--- src/rtl/uart_rx_if.sv ---
// Receive-side bundle of uart_rx: serial line in, byte/strobe/status out.
// slave is the receiver's view; master is the view of whoever drives rx and consumes bytes.
interface uart_rx_if;
    logic       rx;
    logic [7:0] rx_data;
    logic       rx_valid;
    logic       rx_busy;
    logic       frame_err;
    logic       parity_err;

    modport slave (
        input  rx,
        output rx_data,
        output rx_valid,
        output rx_busy,
        output frame_err,
        output parity_err
    );

    modport master (
        output rx,
        input  rx_data,
        input  rx_valid,
        input  rx_busy,
        input  frame_err,
        input  parity_err
    );
endinterface

--- src/rtl/uart_rx.sv ---
// 8N1 UART receiver: synchronizes rx, samples mid-bit, reassembles LSB-first, flags framing errors.
// Define UART_RX_PARITY_EN to insert an even-parity bit between the data bits and the stop bit.
module uart_rx #(
    parameter int unsigned CLKS_PER_BIT = 16,
    parameter int unsigned SYNC_STAGES  = 2
) (
    input  logic       clk,
    input  logic       rst,
    uart_rx_if.slave   bus
);

    localparam int unsigned HALF  = CLKS_PER_BIT / 2;
    localparam int unsigned CNT_W = $clog2(CLKS_PER_BIT);
    localparam logic [CNT_W-1:0] CNT_LAST = CNT_W'(CLKS_PER_BIT - 1);
    localparam logic [CNT_W-1:0] CNT_MID  = CNT_W'(HALF - 1);

    typedef enum logic [2:0] {
        S_IDLE,
        S_START,
        S_DATA,
`ifdef UART_RX_PARITY_EN
        S_PARITY,
`endif
        S_STOP,
        S_WAIT_IDLE
    } state_t;

    state_t                 state_q,     state_d;
    logic [CNT_W-1:0]       cnt_q,       cnt_d;
    logic [2:0]             bidx_q,      bidx_d;
    logic [7:0]             shift_q,     shift_d;
    logic [SYNC_STAGES-1:0] sync_q,      sync_d;
    logic [7:0]             rx_data_q,   rx_data_d;
    logic                   rx_valid_q,  rx_valid_d;
    logic                   frame_err_q, frame_err_d;
`ifdef UART_RX_PARITY_EN
    logic                   par_bad_q,    par_bad_d;
    logic                   parity_err_q, parity_err_d;
`endif

    logic             rx_s;
    logic             cnt_last;
    logic [CNT_W-1:0] cnt_inc;

    assign rx_s     = sync_q[SYNC_STAGES-1];
    assign cnt_last = (cnt_q == CNT_LAST);
    assign cnt_inc  = cnt_q + CNT_W'(1);

    // Next-state and output logic
    always_comb begin
        state_d     = state_q;
        cnt_d       = cnt_q;
        bidx_d      = bidx_q;
        shift_d     = shift_q;
        sync_d      = {sync_q[SYNC_STAGES-2:0], bus.rx};
        rx_data_d   = rx_data_q;
        rx_valid_d  = 1'b0;
        frame_err_d = 1'b0;
`ifdef UART_RX_PARITY_EN
        par_bad_d    = par_bad_q;
        parity_err_d = 1'b0;
`endif

        case (state_q)
            S_IDLE: begin
                if (!rx_s) begin
                    state_d = S_START;
                    cnt_d   = '0;
                end
            end

            // Re-check the line half a bit in; a short low pulse is rejected
            S_START: begin
                if (cnt_q == CNT_MID) begin
                    cnt_d   = '0;
                    bidx_d  = '0;
                    state_d = rx_s ? S_IDLE : S_DATA;
                end else begin
                    cnt_d = cnt_inc;
                end
            end

            S_DATA: begin
                if (cnt_last) begin
                    shift_d = {rx_s, shift_q[7:1]};
                    cnt_d   = '0;
                    if (bidx_q == 3'd7) begin
`ifdef UART_RX_PARITY_EN
                        state_d = S_PARITY;
`else
                        state_d = S_STOP;
`endif
                    end else begin
                        bidx_d = bidx_q + 3'd1;
                    end
                end else begin
                    cnt_d = cnt_inc;
                end
            end

`ifdef UART_RX_PARITY_EN
            S_PARITY: begin
                if (cnt_last) begin
                    par_bad_d = rx_s ^ (^shift_q);
                    cnt_d     = '0;
                    state_d   = S_STOP;
                end else begin
                    cnt_d = cnt_inc;
                end
            end
`endif

            // Decision is made mid-stop-bit so a following start edge is not missed
            S_STOP: begin
                if (cnt_last) begin
                    cnt_d = '0;
`ifdef UART_RX_PARITY_EN
                    parity_err_d = par_bad_q;
`endif
                    if (rx_s) begin
                        state_d = S_IDLE;
`ifdef UART_RX_PARITY_EN
                        if (!par_bad_q) begin
                            rx_data_d  = shift_q;
                            rx_valid_d = 1'b1;
                        end
`else
                        rx_data_d  = shift_q;
                        rx_valid_d = 1'b1;
`endif
                    end else begin
                        frame_err_d = 1'b1;
                        state_d     = S_WAIT_IDLE;
                    end
                end else begin
                    cnt_d = cnt_inc;
                end
            end

            // A held-low line (break) must return high before a new start is accepted
            S_WAIT_IDLE: begin
                if (rx_s) begin
                    state_d = S_IDLE;
                end
            end

            default: begin
                state_d = S_IDLE;
                cnt_d   = '0;
            end
        endcase
    end

    always_ff @(posedge clk) begin
        if (!rst) begin
            state_q     <= S_IDLE;
            cnt_q       <= '0;
            bidx_q      <= '0;
            shift_q     <= '0;
            sync_q      <= '1;
            rx_data_q   <= '0;
            rx_valid_q  <= 1'b0;
            frame_err_q <= 1'b0;
`ifdef UART_RX_PARITY_EN
            par_bad_q    <= 1'b0;
            parity_err_q <= 1'b0;
`endif
        end else begin
            state_q     <= state_d;
            cnt_q       <= cnt_d;
            bidx_q      <= bidx_d;
            shift_q     <= shift_d;
            sync_q      <= sync_d;
            rx_data_q   <= rx_data_d;
            rx_valid_q  <= rx_valid_d;
            frame_err_q <= frame_err_d;
`ifdef UART_RX_PARITY_EN
            par_bad_q    <= par_bad_d;
            parity_err_q <= parity_err_d;
`endif
        end
    end

    assign bus.rx_data   = rx_data_q;
    assign bus.rx_valid  = rx_valid_q;
    assign bus.frame_err = frame_err_q;
    assign bus.rx_busy   = (state_q != S_IDLE);
`ifdef UART_RX_PARITY_EN
    assign bus.parity_err = parity_err_q;
`else
    assign bus.parity_err = 1'b0;
`endif

endmodule
--- src/flat_wrapper.sv ---
// flat-port wrapper written by rule: the top's interface ports become plain ports
module uart_rx_flat 
#(
    parameter int unsigned CLKS_PER_BIT = 16,
    parameter int unsigned SYNC_STAGES  = 2
)
  (clk, rst, bus_rx, bus_rx_data, bus_rx_valid, bus_rx_busy, bus_frame_err, bus_parity_err);
  uart_rx_if bus_i ();
  input  logic clk;
  input  logic rst;
  input wire logic [$bits(bus_i.rx)-1:0] bus_rx;
  output wire logic [$bits(bus_i.rx_data)-1:0] bus_rx_data;
  output wire logic [$bits(bus_i.rx_valid)-1:0] bus_rx_valid;
  output wire logic [$bits(bus_i.rx_busy)-1:0] bus_rx_busy;
  output wire logic [$bits(bus_i.frame_err)-1:0] bus_frame_err;
  output wire logic [$bits(bus_i.parity_err)-1:0] bus_parity_err;
  assign bus_i.rx = bus_rx;
  assign bus_rx_data = bus_i.rx_data;
  assign bus_rx_valid = bus_i.rx_valid;
  assign bus_rx_busy = bus_i.rx_busy;
  assign bus_frame_err = bus_i.frame_err;
  assign bus_parity_err = bus_i.parity_err;
  uart_rx #(.CLKS_PER_BIT(CLKS_PER_BIT), .SYNC_STAGES(SYNC_STAGES)) u_core (.clk(clk), .rst(rst), .bus(bus_i));
endmodule
--- config.mk ---
export PLATFORM = sky130hd
export DESIGN_NAME = uart_rx_flat
export DESIGN_NICKNAME = d
export VERILOG_FILES = /design/src/rtl/uart_rx_if.sv /design/src/rtl/uart_rx.sv /design/src/flat_wrapper.sv
export SDC_FILE = /design/constraint.sdc
export NUM_CORES = 1
export LEC_CHECK = 0
export ABC_AREA = 1
export CAP_MARGIN = 0
export CORE_MARGIN = 4
export CORE_UTILIZATION = 65
export DETAILED_ROUTE_END_ITERATION = 16
export DONT_BUFFER_PORTS = 1
export PLACE_DENSITY = 0.79
export SYNTH_ARGS = -nofsm -noshare
export SYNTH_HDL_FRONTEND = slang
export SYNTH_SLANG_ARGS = --single-unit
--- constraint.sdc ---
create_clock -name clk -period 3.35 [get_ports clk]
set_clock_uncertainty 0.2 [all_clocks]
set_input_delay 0.67 -clock clk [delete_from_list [all_inputs] [get_ports clk]]
set_output_delay 0.67 -clock clk [all_outputs]
set_load 0.03 [all_outputs]
Word-level counts from Yosys, hierarchy flattened. Cells that the tools add are included.

Output and inout port bits: 12. Input port bits: 3. Register bits: 30.

Multiplexer cells: 19. Eq/ne operators: 14. Reduce and logical (&&, ||, !) cells: 10. Add/subtract/negate cells: 2. Bitwise gates (word level): 1.

Operators with widths (count): $mux W3 (10); $pmux W4 S4 (1); $pmux W3 S5 (1); $mux W4 (3); $ne A2 B1 Y1 const B (5); $eq A3 B2 Y1 const B (2); $eq A3 B3 Y1 const B (2); $pmux W3 S2 (1); $reduce_and A3 Y1 (2); $reduce_and A6 Y1 (1); $add A4 B1 Y4 const B (1); $eq A4 B3 Y1 const B (1); $eq A4 B4 Y1 const B (1); $ne A2 B2 Y1 const B (2); $reduce_and A2 Y1 (2); $reduce_and A4 Y1 (1); $add A3 B1 Y3 const B (1); $eq A3 B1 Y1 const B (1); $logic_not A3 Y1 (1); $reduce_bool A3 Y1 (1); $mux W1 (2); $mux W2 (1); $reduce_bool A2 Y1 (1); $reduce_or A2 Y1 (1); $not A1 Y1 (1).

Longest topological paths before layout.
Depth after elaboration: 4. Gate-level depth with buffers: 9.

Worst setup path after synthesis. OpenSTA, ideal clock, no wires.

Path type: reg-to-output. Start: reg u_core.state_q[2]. End: out bus_rx_busy. Path slack: 1.771 ns. Data required time: 2.480 ns. Path buffers: 0. Stages on the path, launching flop included: 3. Arrival: 0.709 ns. Path through: dfxtp_1 nor2_4 nand2_1.

Longest elaborated chain between the ends: 1.

RTL lines: start: declaration (RTL line uart_rx.sv:28) `state_t state_q, state_d;`; start signal: assignment (RTL line uart_rx.sv:169) `state_q <= state_d;`; $reduce_bool A3 Y1 (RTL line uart_rx.sv:187) `assign bus.rx_busy = (state_q != S_IDLE);`; end: declaration (RTL line flat_wrapper.sv:14) `output wire logic [$bits(bus_i.rx_busy)-1:0] bus_rx_busy;`.

No other way between the ends.

Final worst setup path. Same ends and word-level chain as after synthesis.

==> key figures <==
Clock network
  • Clock transition at path regs: 90 ps
  • CTS max path bufs: 2
  • CTS tree: built
  • H-tree depth: 2
  • Clock Latency Late Sink: 330 ps
  • Post-CTS Setup Inserts: 0
  • Clock sink total: 30
  • TritonCTS Buffers: 5
  • CTS Root Cell: clkbuf_4
  • Hold bufs inserted after CTS: 0
  • # resized after CTS: 0

Cells and area
  • Most common cell after layout, fill and taps aside: nor2_1
  • Area of the multi-input gates: 608 um^2
  • Finished Core Util: 71.5%
  • Post-route cell area: 1390 um^2
  • Ratio of cells with drive above 1 in the final layout: 13.7%
  • Most frequent cells in the layout: nor2_1, dfxtp_1, inv_1, o21ai_0, nand2_1
  • Area growth syn-to-layout: 5.01%
  • Fill cell count: 173
  • Reg area: 601 um^2
  • Final #Nets: 180
  • ANT cells: 0

Synth
  • Combinational family with the most area after synthesis: simple AND/OR/NAND/NOR gates
  • Syn_area_per_cell: 7.73 um^2
  • Synth Instances: 171
  • Mapped cell area: 1320 um^2
  • Synth Area in Compound Gates: 14.9%
  • Post-synthesis simple-gate area fraction: 26.6%
  • Post-Synth XOR/XNOR Area: 1.32%
  • Most used DFF post-synth: dfxtp_1
  • Sequential fraction of the synthesis area: 45.4%
  • Async S/R FF share, synth: 0%
  • Post-synthesis mux area share: 0%
  • Area share of fa/ha/maj cells after synthesis: 2.84%
  • Seq cells post-synth: 30
  • Synthesized Nets: 177
  • Unique masters post-synth: 26
  • Yosys warning total: 0
  • Post-synth EDFFs: 0

Global routing
  • All-layer global routing usage: 20.4%
  • Total gr overflow: 0
  • First-pass GRT wire length: 4020 um
  • Initial antenna violation count: 0
  • Largest net degree at the start of global routing: 24
  • Number of global-route vias before repair: 945

Worst hold path
  • Worst hold path stage count: 1
  • Min-Delay Path Class: flop to flop

Floorplan
  • Site Rows: 16
  • Die height: 53.1 um
  • Full die area: 2820 um^2
  • Core ar.: 1940 um^2
  • Ports: 15
  • Initial core utilization: 68.1%
  • Die Wd: 53.1 um

Power and ir drop
  • Logic pwr share: 32.2%
  • Clock power share: 23.5%
  • NetSw: 372 uW
  • Maximum vdd ir drop: 0.594 mV
  • Sequential share of power: 44.3%
  • Net Sw Frac: 39.1%
  • Internal power: 580 uW
  • Leakage: 0.000628 uW
  • P per Cell Area: 685 nW/um^2

Setup path
  • CP max FO: 6
  • CP peak stage delay: 480 ps
  • Crit Path Category: flop to output pin
  • Critical path startpoint category: flop
  • Cell Chain, Critical Path: nor2_4, nand2_1
  • Critical path's slowest cell: dfxtp_1
  • Reg2reg path depth: 6
  • Crit. End Element: output pin
  • CP Data Arrival Time: 1140 ps
  • Req. time, crit path: 2480 ps

Timing
  • Peak Freq: 0.499 GHz
  • Hold Vio Cnt, Final: 0
  • Fin crit period: 2010 ps
  • # setup viols final: 0
  • Unrepaired setup endpoints after global routing: false
  • Final period util: 59.9%
  • Setup TNS: 0 ps
  • Setup ws final: 1340 ps
  • Max Slew Vio Count: 0
  • Hold_ws: 232 ps

Detailed routing
  • DR vias: 1029
  • Drt pass-1 iters: 4
  • Via-to-Cell Ratio: 5.09
  • Total Routed Length: 2400 um
  • Detail Route Antenna Nets: 0
  • Initial DRC count: 17
  • WL/cell: 11.9 um
  • # DRC: 0

Placed design
  • Input/output buffers: 0
  • DP Worst Slack: 1700 ps
  • Final HPWL DP: 1750 um
  • Area after DPL: 1330 um^2
  • Gpl congestion: 0.862

Job
  • Max_cap viols: 0

Run status
  • Outcome: finished clean
-- worst paths after layout --
| path | end | slack (ps) | start |
|---|---|---|---|
| worst max-delay path | bus_rx_busy | 1340 | u_core.state_q[2]$_SDFFE_PN0P_ |
| worst min-delay path | u_core.sync_q[1]$_SDFF_PN1_ | 230 | u_core.sync_q[0]$_SDFF_PN1_ |
| worst max register to register | u_core.bus.rx_data[7]$_SDFFE_PN0P_ | 1670 | u_core.cnt_q[0]$_SDFFE_PN0P_ |
| worst min register to register | u_core.sync_q[1]$_SDFF_PN1_ | 230 | u_core.sync_q[0]$_SDFF_PN1_ |
-- registers in the layout, summed over array words and instances, names as in the netlist --
| name | count |
|---|---|
| u_core.bus.rx_valid | 1 |
| u_core.bus.frame_err | 1 |
| u_core.shift_q | 8 |
| u_core.bus.rx_data | 8 |
| u_core.sync_q | 2 |
| u_core.cnt_q | 4 |
| u_core.state_q | 3 |
| u_core.bidx_q | 3 |
-- per-stage QoR --
stage                     std cells  power, uW
after floorplan                 171        684
after global placement          194        719
after detailed placement        194        733
after CTS                       202        957
after global routing            202       1020
final                           202        952
-- synth_stat cells, types with 2 or more instances --
cell / instances / area, um^2
nor2_4: 4 / 45.0
nor2_2: 2 / 12.5
ha_1: 3 / 37.5
nor3_1: 2 / 10.0
inv_1: 21 / 78.8
a21oi_1: 13 / 65.1
nand3_4: 2 / 35.0
nand3_1: 5 / 25.0
o21ai_0: 21 / 105
inv_2: 2 / 7.51
or2_2: 2 / 12.5
dfxtp_1: 30 / 601
nand2_1: 18 / 67.6
o21ai_1: 2 / 10.0
nand2_2: 2 / 12.5
nor2_1: 32 / 120
-- power groups by stage --
stage	clock [uW]	combinational, uW	sequential (uW)
6_report	224	306	421
5_1_grt	245	346	424
4_1_cts	229	308	420
3_5_place_dp	0	305	428
3_3_place_gp	0	294	425
2_1_floorplan	0	263	421
-- worst max-delay path: cells and delay by family (launching register included) --
family	cells	cell delay, ps
flops	1	480
simple gates	2	330
-- logic make-up after synthesis --
| family | after synthesis |
|---|---|
| buf+inv | 27 |
| compound gates | 38 |
| xor+xnor | 2 |
| simple gates | 70 |
| other cells | 1 |
| flops | 30 |
| fa+ha+maj | 3 |
-- area by class of cell --
type                            instances  area share [%]
Multi-Input combinational cell        114            43.8
Sequential cell                        30            43.2
Inverter                               23            6.22
Clock buffer                            7            3.96
Tap cell                               27            2.43
Clock inverter                          1           0.360
-- metal layers --
metal  track usage (%)  part of all wire (%)  vias to the layer above
li1                  -                     -                      542
met1              24.1                    44                      449
met2              32.2                    47                       31
met3              6.76                   6.5                        7
met4              11.5                   2.2                        0
met5                 0                     0                        -
Power figures use the tool's default switching activity.
